===== src/rtl/normalization_pkg.sv =====
// normalization_pkg: widths and constants shared by the adder_tree, normalization and subnormal_handling stages.
package normalization_pkg;
    localparam int SUM_W     = 20;
    localparam int EXP_IN_W  = 6;
    localparam int EXP_OUT_W = 7;
    localparam int MAN_W     = 11;
    localparam logic [EXP_OUT_W-1:0] ZERO_EXP = 7'h40;
endpackage


===== src/rtl/normalization_lzc20.sv =====
// lzc20: combinational leading-zero counter over 20 bits; returns 20 for an all-zero input.
module lzc20
    import normalization_pkg::*;
(
    input  logic [SUM_W-1:0] value,
    output logic [4:0]       count
);
    always_comb begin
        count = 5'(SUM_W);
        for (int i = 0; i < SUM_W; i++)
            if (value[i]) count = 5'(SUM_W - 1 - i);
    end
endmodule


===== src/rtl/normalization.sv =====
// normalization: post-adder normalize to sign / 11-bit magnitude / signed exponent, 1-cycle registered.
// Define NORMALIZATION_RNE_EN to round-to-nearest-even the magnitude instead of truncating.
module normalization
    import normalization_pkg::*;
(
    input  logic                 clk,
    input  logic                 rst,
    input  logic                 in_valid,
    input  logic [SUM_W-1:0]     signed_sum,
    input  logic [EXP_IN_W-1:0]  exp_max,
    output logic                 out_valid,
    output logic                 sign,
    output logic [MAN_W-1:0]     norm_sum,
    output logic [EXP_OUT_W-1:0] exp_final
);
    logic                 sgn;
    logic [SUM_W-1:0]     mag;
    logic [4:0]           lz;
    logic                 zero;
    logic [EXP_OUT_W-1:0] exp_raw;
    logic [MAN_W-1:0]     man_r;
    logic [EXP_OUT_W-1:0] exp_r;

    // 20-bit negate so that -2^19 yields 2^19 rather than overflowing
    assign sgn     = signed_sum[SUM_W-1];
    assign mag     = sgn ? -signed_sum : signed_sum;
    assign zero    = (mag == '0);
    assign exp_raw = {1'b0, exp_max} - {2'b00, lz};

    lzc20 u_lzc (.value(mag), .count(lz));

`ifdef NORMALIZATION_RNE_EN
    logic [SUM_W-1:0] shifted;
    logic [MAN_W-1:0] man;
    logic             guard;
    logic             sticky;
    logic [MAN_W:0]   man_inc;

    assign shifted = mag << lz;
    assign man     = shifted[SUM_W-1:SUM_W-MAN_W];
    assign guard   = shifted[SUM_W-MAN_W-1];
    assign sticky  = |shifted[SUM_W-MAN_W-2:0];
    assign man_inc = {1'b0, man} + {{MAN_W{1'b0}}, guard & (sticky | man[0])};
    assign man_r   = man_inc[MAN_W] ? {1'b1, {(MAN_W-1){1'b0}}} : man_inc[MAN_W-1:0];
    assign exp_r   = (man_inc[MAN_W] && exp_raw != 7'd63) ? exp_raw + 7'd1 : exp_raw;
`else
    assign man_r = MAN_W'((mag << lz) >> (SUM_W - MAN_W));
    assign exp_r = exp_raw;
`endif

    always_ff @(posedge clk or posedge rst) begin
        if (rst) begin
            out_valid <= 1'b0;
            sign      <= 1'b0;
            norm_sum  <= '0;
            exp_final <= '0;
        end else begin
            out_valid <= in_valid;
            if (in_valid) begin
                sign      <= zero ? 1'b0 : sgn;
                norm_sum  <= zero ? '0 : man_r;
                exp_final <= zero ? ZERO_EXP : exp_r;
            end
        end
    end
endmodule


===== config.mk =====
export PLATFORM = sky130hd
export DESIGN_NAME = normalization
export DESIGN_NICKNAME = d
export VERILOG_FILES = /design/src/rtl/normalization_pkg.sv /design/src/rtl/normalization_lzc20.sv /design/src/rtl/normalization.sv
export SDC_FILE = /design/constraint.sdc
export NUM_CORES = 1
export LEC_CHECK = 0
export BUFFER_PORTS_ARGS = -buffer_cell sky130_fd_sc_hd__buf_4
export CAP_MARGIN = 10
export CORE_ASPECT_RATIO = 2
export CORE_MARGIN = 4
export CORE_UTILIZATION = 32
export CTS_CLUSTER_SIZE = 8
export DETAILED_ROUTE_END_ITERATION = 6
export GPL_TIMING_DRIVEN = 0
export SLEW_MARGIN = 30
export SYNTH_ARGS = -nofsm -noshare
export SYNTH_HDL_FRONTEND = slang
export SYNTH_HIERARCHICAL = 1
export SYNTH_SLANG_ARGS = --single-unit

===== constraint.sdc =====
create_clock -name clk -period 2.4 [get_ports clk]
set_input_delay 0.12 -clock clk [delete_from_list [all_inputs] [get_ports clk]]
set_output_delay 0.12 -clock clk [all_outputs]
set_load 0.02 [all_outputs]

==> run_results.csv, run 1 <==
group,metric,value,unit
status,status,"complete, but fails checks",
status,violations,"negative hold slack, negative setup slack",
routing,routed_via_density,6.156,
critical_path,regToRegSetupSlack,1570,ps
critical_path,start_kind,"input port",
timing,hold-worst-slack,-3.042,ps
clocking,path_clk_slew,60,ps
synthesis,synth_mux_area_frac,0.06128,
die,rows,50,
timing,rsz0062_at_grt,"yes",
die,die_h,146.8,µm
critical_path,cp.required,2520,ps
critical_path,rr_worst_depth,2,
timing,finalCritPeriodShare,1.589,
timing,finalWorstSetupSlack,-1415,ps
synthesis,synth_top_family_by_area,"compound AO/OA/AOI/OAI gates",
timing,finalSetupViolCount,19,
placed_design,place_inst,559,
cells_and_area,final_cell_count_no_fill,646,
placed_design,numPortBuffers,41,
power,p_leak,2.228,nW
clocking,cts.sinks,20,
grt,antenna_found_initial,0,
synthesis,synth_compound_area_frac,0.3312,
critical_path,worstSetupPathType,"input port to flip-flop",
synthesis,yosys_warnings,6,
synthesis,synthAdderAreaFrac,0.03490,
clocking,cts_tree,"done",
synthesis,synthSimpleGateAreaFrac,0.2675,
power,finalPower,2.478,mW
critical_path,crit_start,"signed_sum[12]",
critical_path,slowest_stage,"or4_4",
timing,finalMaxSlewViolations,0,
critical_path,cpPeakStageDelay,530,ps
timing,finalSetupTns,-20430,ps
clocking,clk-insertion-delay-late,260,ps
timing,hold_violations,5,
die,dieArea,11360,µm²
critical_path,cp-end-kind,"flip-flop",
die,start_util,0.3285,
synthesis,synth_nets,451,
clocking,numCtsBuffers,3,
synthesis,synth_edf_count,0,
job,drv_cap,0,
timing,max_slew_margin,0.4795,
critical_path,cp.depth,23,
clocking,clockBufferDepth,2,
synthesis,ys.flop_type,"dfrtp_1",
critical_path,r2r-end,"norm_sum[10]",
grt,overflow,0,
die,io_pins,49,
critical_path,path_max_fanout,5,
die,core,9384,µm²
placed_design,place_congestion,0.9900,
synthesis,yosysSeqAreaShare,0.1623,
critical_path,crit_arrival,3940,ps
synthesis,ys_ff_latch,20,
synthesis,syn_inst,414,
clocking,cts_hold_buf,0,
die,die_w,77.41,µm
placed_design,hpwl,9639,µm
routing,drt_iter0_drc,179,
critical_path,reg2reg_from,"norm_sum[10]",
critical_path,crit_chain,"buf_6 > or4_4 > or4_4 > buf_6 > o21ai_4 > xnor2_2 > inv_1 > a21oi_2 > o211a_1 > a22o_4 > buf_8 > buf_6 > buf_8 > buf_4 > buf_4 > nand3_1 > o22ai_1 > nor2_1 > o21ai_2 > nor3_1 > a211o_1 > a211oi_2 > o32ai_1",
synthesis,synth_xor_area_frac,0.05398,
timing,period_minus_slack,3815,ps
synthesis,synth_cell_type_count,76,
critical_path,critical-path-top-delay-family,"compound AO/OA/AOI/OAI gates",
cells_and_area,n_fill_cell,817,
grt,track_usage,0.2261,
synthesis,syn_avg_cell_area,7.447,µm²
grt,grt_max_degree,21,
timing,final.setup_skew,0,ps
cells_and_area,areaGrowthSynthToFinish,71.39,%
routing,num_vias,3977,
routing,drt_wl_total,13730,µm
grt,grt_pass1_vias,3979,
critical_path,crit_path_end,"norm_sum[8]",
power,power_density,469.0,nW/µm²
routing,drt_first_pass_iters,5,
timing,tightest_slew,773.6,ps
clocking,htreeDepth,1,
routing,drc_errors,0,
timing,fmax,262.2,MHz
cells_and_area,layout.nets,580,
synthesis,synthArstFlopShare,1.000,
power,irDropWorstVdd,0.3241,mV
critical_path,path_common_cell,"buf_6",
hold_path,hold_class,"input port to asynchronous set/reset pin",
grt,grt_pass1_wl,20490,µm
critical_path,crit_buf_inv,8,
routing,avgRoutedWirePerCell,21.26,µm
routing,antenna_left,0,
cells_and_area,drive_gt1_frac,0.5443,
clocking,cts-root-buf,"clkbuf_16",
synthesis,syn_area,3083,µm²
cells_and_area,insertedDiodeCount,0,
-- cell usage after synthesis, types with 4 or more instances --
master	number	area (µm²)
a21o_1	7	52.55
a21oi_1	23	115.1
a22o_1	5	43.79
a31oi_1	4	25.02
buf_2	6	30.03
buf_6	4	45.04
clkbuf_1	23	86.33
dfrtp_1	20	500.5
ha_1	7	87.58
inv_1	26	97.59
mux2_2	5	56.30
mux2i_1	11	110.1
nand2_1	31	116.4
nand2b_1	6	37.54
nand3_1	9	45.04
nand4_1	5	31.28
nor2_1	37	138.9
nor2b_1	7	43.79
nor3_1	14	70.07
nor4_1	8	50.05
o211ai_1	7	52.55
o21ai_0	25	125.1
o22ai_1	5	31.28
o2bb2ai_1	14	122.6
o31ai_1	5	37.54
o41ai_1	5	43.79
or3_1	4	25.02
or4_4	4	45.04
xnor2_1	10	87.58
xor2_1	9	78.83
-- cells in the final DEF (no fill, tap or decap), types with 8 or more instances in the layout --
cell and count:
inv_1 15, nor3_1 9, o21ai_1 9, buf_4 111
dfrtp_1 20, a21oi_1 10, buf_6 18, buf_8 9
a21oi_2 12, o21ai_0 8, nor2_1 31, o2bb2ai_1 8
nand2_1 31
-- power breakdown --
| part | switching (mW) | internal, mW |
|---|---|---|
| clock network | 0.128 | 0.254 |
| logic | 0.869 | 0.771 |
| registers | 0.0478 | 0.408 |
-- through the flow --
| stage | hold WS, ps | setup WS, ps | utilization | cell area, µm² |
|---|---|---|---|---|
| 6_report | -3.042 | -1415 | 0.5631 | 5284 |
| 5_1_grt | 20.55 | -1504 | 0.5631 | 5284 |
| 4_1_cts | 11.35 | -1456 | 0.4917 | 4614 |
| 3_5_place_dp | 274.8 | -2420 | 0.3967 | 3722 |
| 3_3_place_gp | 274.6 | -2443 | 0.3967 | 3722 |
| 2_1_floorplan | 83.83 | -1317 | - | 3284 |
-- sequential cells by signal, indices dropped and copies added (netlist names) --
name / cells
out_valid: 1
sign: 1
norm_sum: 11
exp_final: 7
-- layout make-up --
| type | instances | area (µm²) | area share |
|---|---|---|---|
| multi-input cells | 331 | 3095 | 0.5858 |
| inverters | 27 | 128.9 | 0.02439 |
| flip-flops and latches | 20 | 500.5 | 0.09472 |
| plain buffers | 35 | 310.3 | 0.05873 |
| well taps | 104 | 130.1 | 0.02463 |
| clock buffers | 4 | 88.84 | 0.01681 |
| repair buffers | 125 | 1030 | 0.1949 |
-- logic make-up after synthesis --
| logic type | Yosys count |
|---|---|
| compound gates | 140 |
| xor+xnor | 19 |
| fa+ha+maj | 8 |
| buf+inv | 63 |
| flops | 20 |
| mux | 17 |
| simple gates | 147 |
-- how the worst min path moves through the flow --
stage                         from  slack (ps)  cells after the start            to
final                          rst          -3                      2   norm_sum[6]
after detailed placement  in_valid         270                      1     out_valid
after global placement    in_valid         270                      1     out_valid
after global routing      in_valid          20                      1     out_valid
after CTS                 in_valid          10                      1     out_valid
after floorplan                rst          80                      1  exp_final[0]
-- timing repair --
action	in CTS	in global routing
pin swaps	37	51
endpoints found under the hold margin	0	0
resized for setup	93	100
endpoints found under the setup margin	19	19
gates cloned	1	1
setup buffers	48	39
-- metal layers --
layer | vias up | track usage | share of wire
met5 | - | 0 | 0
met4 | 0 | 0.2059 | 0.10
met3 | 87 | 0.02454 | 0.042
met2 | 176 | 0.4307 | 0.54
met1 | 1900 | 0.1991 | 0.31
li1 | 1814 | - | -
(Power assumes the default switching activity.)
==> inputs of run 2 (changes only) <==
Settings changed: GPL_TIMING_DRIVEN 0 to not set, SYNTH_HIERARCHICAL 1 to not set.
==> run_results.csv, run 2 <==
group,metric,value,unit
synthesis,synthArstFlopShare,1.000,
critical_path,crit_arrival,3330,ps
power,p_int,1.364,mW
timing,rsz0062_at_grt,"yes",
cells_and_area,largest_reg_flops,11,
synthesis,yosysSeqAreaShare,0.1669,
cells_and_area,final_cell_count_no_fill,664,
die,core,9074,µm²
critical_path,worstSetupPathType,"input port to flip-flop",
routing,routed_via_density,5.649,
cells_and_area,layout.nets,600,
critical_path,crit_path_end,"norm_sum[8]",
timing,hold_violations,0,
routing,drt_iter0_drc,166,
power,power_frac_clock,0.152,
routing,num_vias,3751,
timing,tightest_slew,788.7,ps
synthesis,syn_inst,373,
cells_and_area,final_cell_mix,"buf_4, nand2_1, nor2_1",
clocking,cts.sinks,20,
status,violations,"negative setup slack",
clocking,cts_tree,"done",
grt,antenna_found_initial,0,
synthesis,synth_edf_count,0,
cells_and_area,areaGrowthSynthToFinish,78.17,%
cells_and_area,regArea,500.5,µm²
power,seqPwrFrac,0.200,
clocking,cts-root-buf,"clkbuf_16",
job,drv_cap,0,
die,rows,49,
grt,grt_pass1_wl,19250,µm
power,combPwrFrac,0.648,
clocking,numCtsBuffers,3,
critical_path,regToRegSetupSlack,750,ps
placed_design,place_congestion,0.9190,
hold_path,hold_class,"input port to asynchronous set/reset pin",
synthesis,syn_avg_cell_area,8.037,µm²
timing,final.setup_skew,0,ps
routing,drt_wl_total,12090,µm
synthesis,synth_cell_type_count,82,
cells_and_area,drive_gt1_frac,0.5569,
die,start_util,0.3304,
critical_path,rr_worst_depth,5,
timing,finalMaxSlewViolations,0,
timing,period_minus_slack,3139,ps
cells_and_area,regMostFlops,"norm_sum",
power,power_density,421.7,nW/µm²
timing,finalSetupViolCount,19,
grt,grt_pass1_vias,4022,
critical_path,reg2reg_from,"norm_sum[9]",
die,die_h,144.9,µm
die,dieArea,11070,µm²
cells_and_area,top_regs,"norm_sum: 11 flops, exp_final: 7 flops",
power,irDropWorstVdd,0.1751,mV
critical_path,cp-end-kind,"flip-flop",
synthesis,ys.flop_type,"dfrtp_1",
timing,max_slew_margin,0.4736,
routing,drt_first_pass_iters,4,
status,status,"complete, but fails checks",
clocking,clockBufferDepth,2,
timing,finalCritPeriodShare,1.308,
routing,antenna_left,0,
cells_and_area,multi_input_area,2819,µm²
die,die_w,76.44,µm
synthesis,yosys-top-cells-area,"dfrtp_1, mux2i_1, nand2_1",
clocking,clk-insertion-delay-late,260,ps
critical_path,cp.required,2600,ps
critical_path,path_max_fanout,8,
synthesis,synthTopCellsByCount,"nand2_1, nor2_1, mux2i_1",
critical_path,start_kind,"input port",
die,io_pins,49,
placed_design,numPortBuffers,48,
grt,grt_max_degree,23,
synthesis,synth_nets,409,
clocking,path_clk_slew,50,ps
placed_design,place_inst,626,
grt,overflow,0,
placed_design,hpwl,9136,µm
critical_path,r2r-end,"norm_sum[9]",
critical_path,crit_start,"signed_sum[4]",
synthesis,ys_ff_latch,20,
routing,avgRoutedWirePerCell,18.20,µm
synthesis,synth.top_cell.area_share,0.1669,
cells_and_area,layout_commonest_cell,"buf_4",
timing,finalSetupTns,-10630,ps
synthesis,yosys_warnings,0,
timing,finalWorstSetupSlack,-738.5,ps
synthesis,syn_area,2998,µm²
cells_and_area,fin_util,0.5887,
timing,fmax,318.6,MHz
power,p_leak,2.395,nW
cells_and_area,insertedDiodeCount,0,
clocking,htreeDepth,1,
grt,track_usage,0.2160,
synthesis,synth_top_cell_by_area,"dfrtp_1",
cells_and_area,n_fill_cell,738,
power,swShare,0.3943,
routing,drc_errors,0,
power,power.switching,888.2,µW
[run 2: cell types whose count changed in the layout (fill, tap and decap cells not counted), sizes merged, moves of 4 or more]
cell,change
clkbuf,-17
o2bb2ai,-7
buf,+70
a21oi,-4
o22ai,-4
inv,-6
o311ai,-5
mux2i,+11
o221ai,+4
nand3,-5
nor2,-7
[run 2: how the worst min path moves through the flow]
| stage | cells after the start | to | slack, ps |
|---|---|---|---|
| after floorplan | 1 | exp_final[0] | 80 |
| final | 2 | sign | 10 |
| after global placement | 2 | sign | 330 |
| after detailed placement | 2 | sign | 320 |
| after CTS | 2 | sign | 60 |
| after global routing | 2 | sign | 100 |
[run 2: critical path: stages]
cell and delay (ps):
buf_8 100, nor4_4 320, buf_4 200, nand2_4 110, or4_4 530, a221oi_4 320
o21a_4 220, o31ai_2 150, buf_4 190, nor3_2 360, o21ai_1 130, a2111oi_2 380
a32o_1 200
[run 2: metal layers]
layer,vias up,part of all wire,global-route usage
met5,-,0,0
met4,0,0.067,0.1471
met3,52,0.030,0.02354
met2,119,0.58,0.4557
met1,1783,0.32,0.1829
li1,1797,-,-
[run 2: cells by family after synthesis]
logic type	Yosys count	share of synthesized area
DFF	20	0.1669
muxes	31	0.1210
and+or+nand+nor	132	0.2479
xor gates and xnor gates	23	0.06719
AOI/OAI and AO/OA	113	0.2892
buffers and inverters	47	0.07596
adders and majority gates	7	0.03172
[run 2: layout make-up]
class,count,area share
clock buffers,3,0.01405
flip-flops and latches,20,0.09370
repair buffers,214,0.3275
multi-input cells,307,0.5278
inverters,18,0.01312
well taps,102,0.02389
[run 2: through the flow]
step           worst slack [ps]  cell area, µm²  total power, mW  hold slack (ps)
6_report                 -738.5            5341            2.252            11.52
5_1_grt                  -922.5            5341            2.384            99.97
4_1_cts                  -704.8            5139            2.165            55.72
3_5_place_dp              -1270            4471            1.616            323.4
3_3_place_gp              -1194            4471            1.600            325.1
2_1_floorplan            -996.7            3151            1.113            83.83
[run 2: power by group through the flow]
stage	Sequential [mW]	Clock, mW	Combinational, mW
after CTS	0.451	0.345	1.37
after floorplan	0.523	0	0.590
after detailed placement	0.456	0	1.16
after global placement	0.455	0	1.15
final	0.450	0.343	1.46
after global routing	0.459	0.364	1.56
[run 2: repair_timing]
action / 4_1_cts / 5_1_grt
gates cloned: 2 / 0
hold buffers: 0 / 0
pin swaps: 34 / 17
setup endpoints to repair: 19 / 19
gates resized for setup: 82 / 24
setup buffers: 22 / 14
==> inputs of run 3 (changes only) <==
Settings changed: CORE_MARGIN 4 to not set.
==> run_results.csv, run 3 (same netlist as run 2, synthesis figures left out) <==
group,metric,value,unit
die,core,9012,µm²
job,drv_cap,0,
timing,finalSetupViolCount,19,
timing,finalWorstSetupSlack,-735.9,ps
routing,num_vias,3896,
critical_path,rr_worst_depth,5,
critical_path,path_max_fanout,4,
timing,final.setup_skew,0,ps
placed_design,hpwl,9091,µm
power,finalPower,2.373,mW
power,p_leak,2.454,nW
grt,grt_pass1_vias,3937,
cells_and_area,multi_input_area,2950,µm²
cells_and_area,regArea,500.5,µm²
status,violations,"negative setup slack",
routing,antenna_left,0,
clocking,numCtsBuffers,3,
clocking,cts.sinks,20,
cells_and_area,top_regs,"norm_sum: 11 flops, exp_final: 7 flops",
timing,finalCritPeriodShare,1.307,
placed_design,place_area,4350,µm²
critical_path,regToRegSetupSlack,790,ps
die,start_util,0.3326,
status,status,"complete, but fails checks",
critical_path,cp.required,2540,ps
die,die_h,138.9,µm
cells_and_area,final_cell_mix,"buf_4, nand2_1, buf_6",
hold_path,hold_class,"input port to asynchronous set/reset pin",
die,dieArea,9783,µm²
power,power_density,426.3,nW/µm²
cells_and_area,drive_gt1_frac,0.6025,
grt,overflow,0,
cells_and_area,insertedDiodeCount,0,
clocking,path_clk_slew,60,ps
grt,antenna_found_initial,0,
critical_path,worstSetupPathType,"input port to flip-flop",
critical_path,start_kind,"input port",
clocking,clk-insertion-delay-late,260,ps
clocking,htreeDepth,1,
timing,hold_violations,0,
grt,grt_max_degree,23,
cells_and_area,layout.nets,603,
cells_and_area,n_fill_cell,702,
routing,avgRoutedWirePerCell,19.51,µm
critical_path,r2r-end,"norm_sum[9]",
timing,tightest_slew,800.8,ps
cells_and_area,largest_reg_flops,11,
routing,drc_errors,0,
power,irDropWorstVdd,0.1977,mV
die,io_pins,49,
routing,drt_wl_total,13040,µm
timing,finalMaxSlewViolations,0,
routing,routed_via_density,5.832,
cells_and_area,regMostFlops,"norm_sum",
grt,track_usage,0.2589,
cells_and_area,areaGrowthSynthToFinish,85.68,%
clocking,cts_tree,"done",
routing,drt_first_pass_iters,5,
die,rows,49,
routing,drt_iter0_drc,149,
clocking,cts_hold_buf,0,
grt,grt_pass1_wl,19830,µm
placed_design,numPortBuffers,48,
cells_and_area,postLayoutCellArea,5567,µm²
cells_and_area,layout_commonest_cell,"buf_4",
timing,hold-worst-slack,21.75,ps
timing,rsz0062_at_grt,"yes",
timing,period_minus_slack,3136,ps
critical_path,reg2reg_from,"norm_sum[9]",
critical_path,crit_arrival,3280,ps
timing,finalSetupTns,-10550,ps
timing,max_slew_margin,0.4655,
placed_design,place_congestion,1.020,
clocking,clockBufferDepth,2,
die,die_w,70.44,µm
placed_design,pre_cts_ws,-1241,ps
critical_path,cp-end-kind,"flip-flop",
timing,fmax,318.9,MHz
clocking,cts-root-buf,"clkbuf_16",
## run 3: metal layers
metal / vias to the layer above / part of all wire / track usage
li1: 1809 / - / -
met1: 1872 / 0.32 / 0.2471
met2: 147 / 0.56 / 0.4917
met3: 68 / 0.031 / 0.02035
met4: 0 / 0.091 / 0.1947
met5: - / 0 / 0
## run 3: area by class of cell
class                      count  area share
timing repair buffer         217      0.3282
multi-input combinational    307      0.5300
sequential                    20     0.08991
tap                          102     0.02293
clock buffer                   4     0.01596
inverter                      18     0.01304
## run 3: worst max-delay path, cell delays in order
cell	delay, ps
buf_6	100
nor4_4	260
buf_4	190
buf_4	110
buf_4	110
a41oi_2	120
xnor2_1	270
nand2_1	150
buf_4	170
a311oi_4	310
nor2_2	90
inv_2	70
buf_6	110
ha_4	190
nor2b_4	120
o21ai_1	160
nand2b_1	90
a21o_1	190
a21oi_2	140
xnor2_1	140
o2bb2ai_1	80
## run 3: worst max-delay path by stage
stage | startpoint | slack [ps] | endpoint | cells past startpoint
floorplan | signed_sum[5] | -1000 | exp_final[5] | 19
global placement | signed_sum[1] | -1250 | norm_sum[0] | 15
detailed placement | signed_sum[1] | -1240 | norm_sum[9] | 14
CTS | signed_sum[3] | -690 | exp_final[5] | 20
global route | signed_sum[9] | -980 | exp_final[5] | 21
finish | signed_sum[9] | -740 | exp_final[5] | 21
## run 3: repair_timing
| item | CTS | global route |
|---|---|---|
| resized for setup | 97 | 49 |
| cloned | 2 | 0 |
| endpoints found under the hold margin | 0 | 0 |
| endpoints found under the setup margin | 19 | 19 |
| setup buffers | 32 | 23 |
| pin swaps | 39 | 40 |
## run 3: report_power, final
part	internal [mW]	switching, mW	leakage (nW)
clock network	0.255	0.134	0.0442
logic	0.772	0.765	2.17
registers	0.402	0.0449	0.240
## run 3: metrics by stage
step,util,std cells
3_3_place_gp,0.4827,610
5_1_grt,0.6177,668
6_report,0.6177,668
4_1_cts,0.5755,647
2_1_floorplan,-,373
3_5_place_dp,0.4827,610
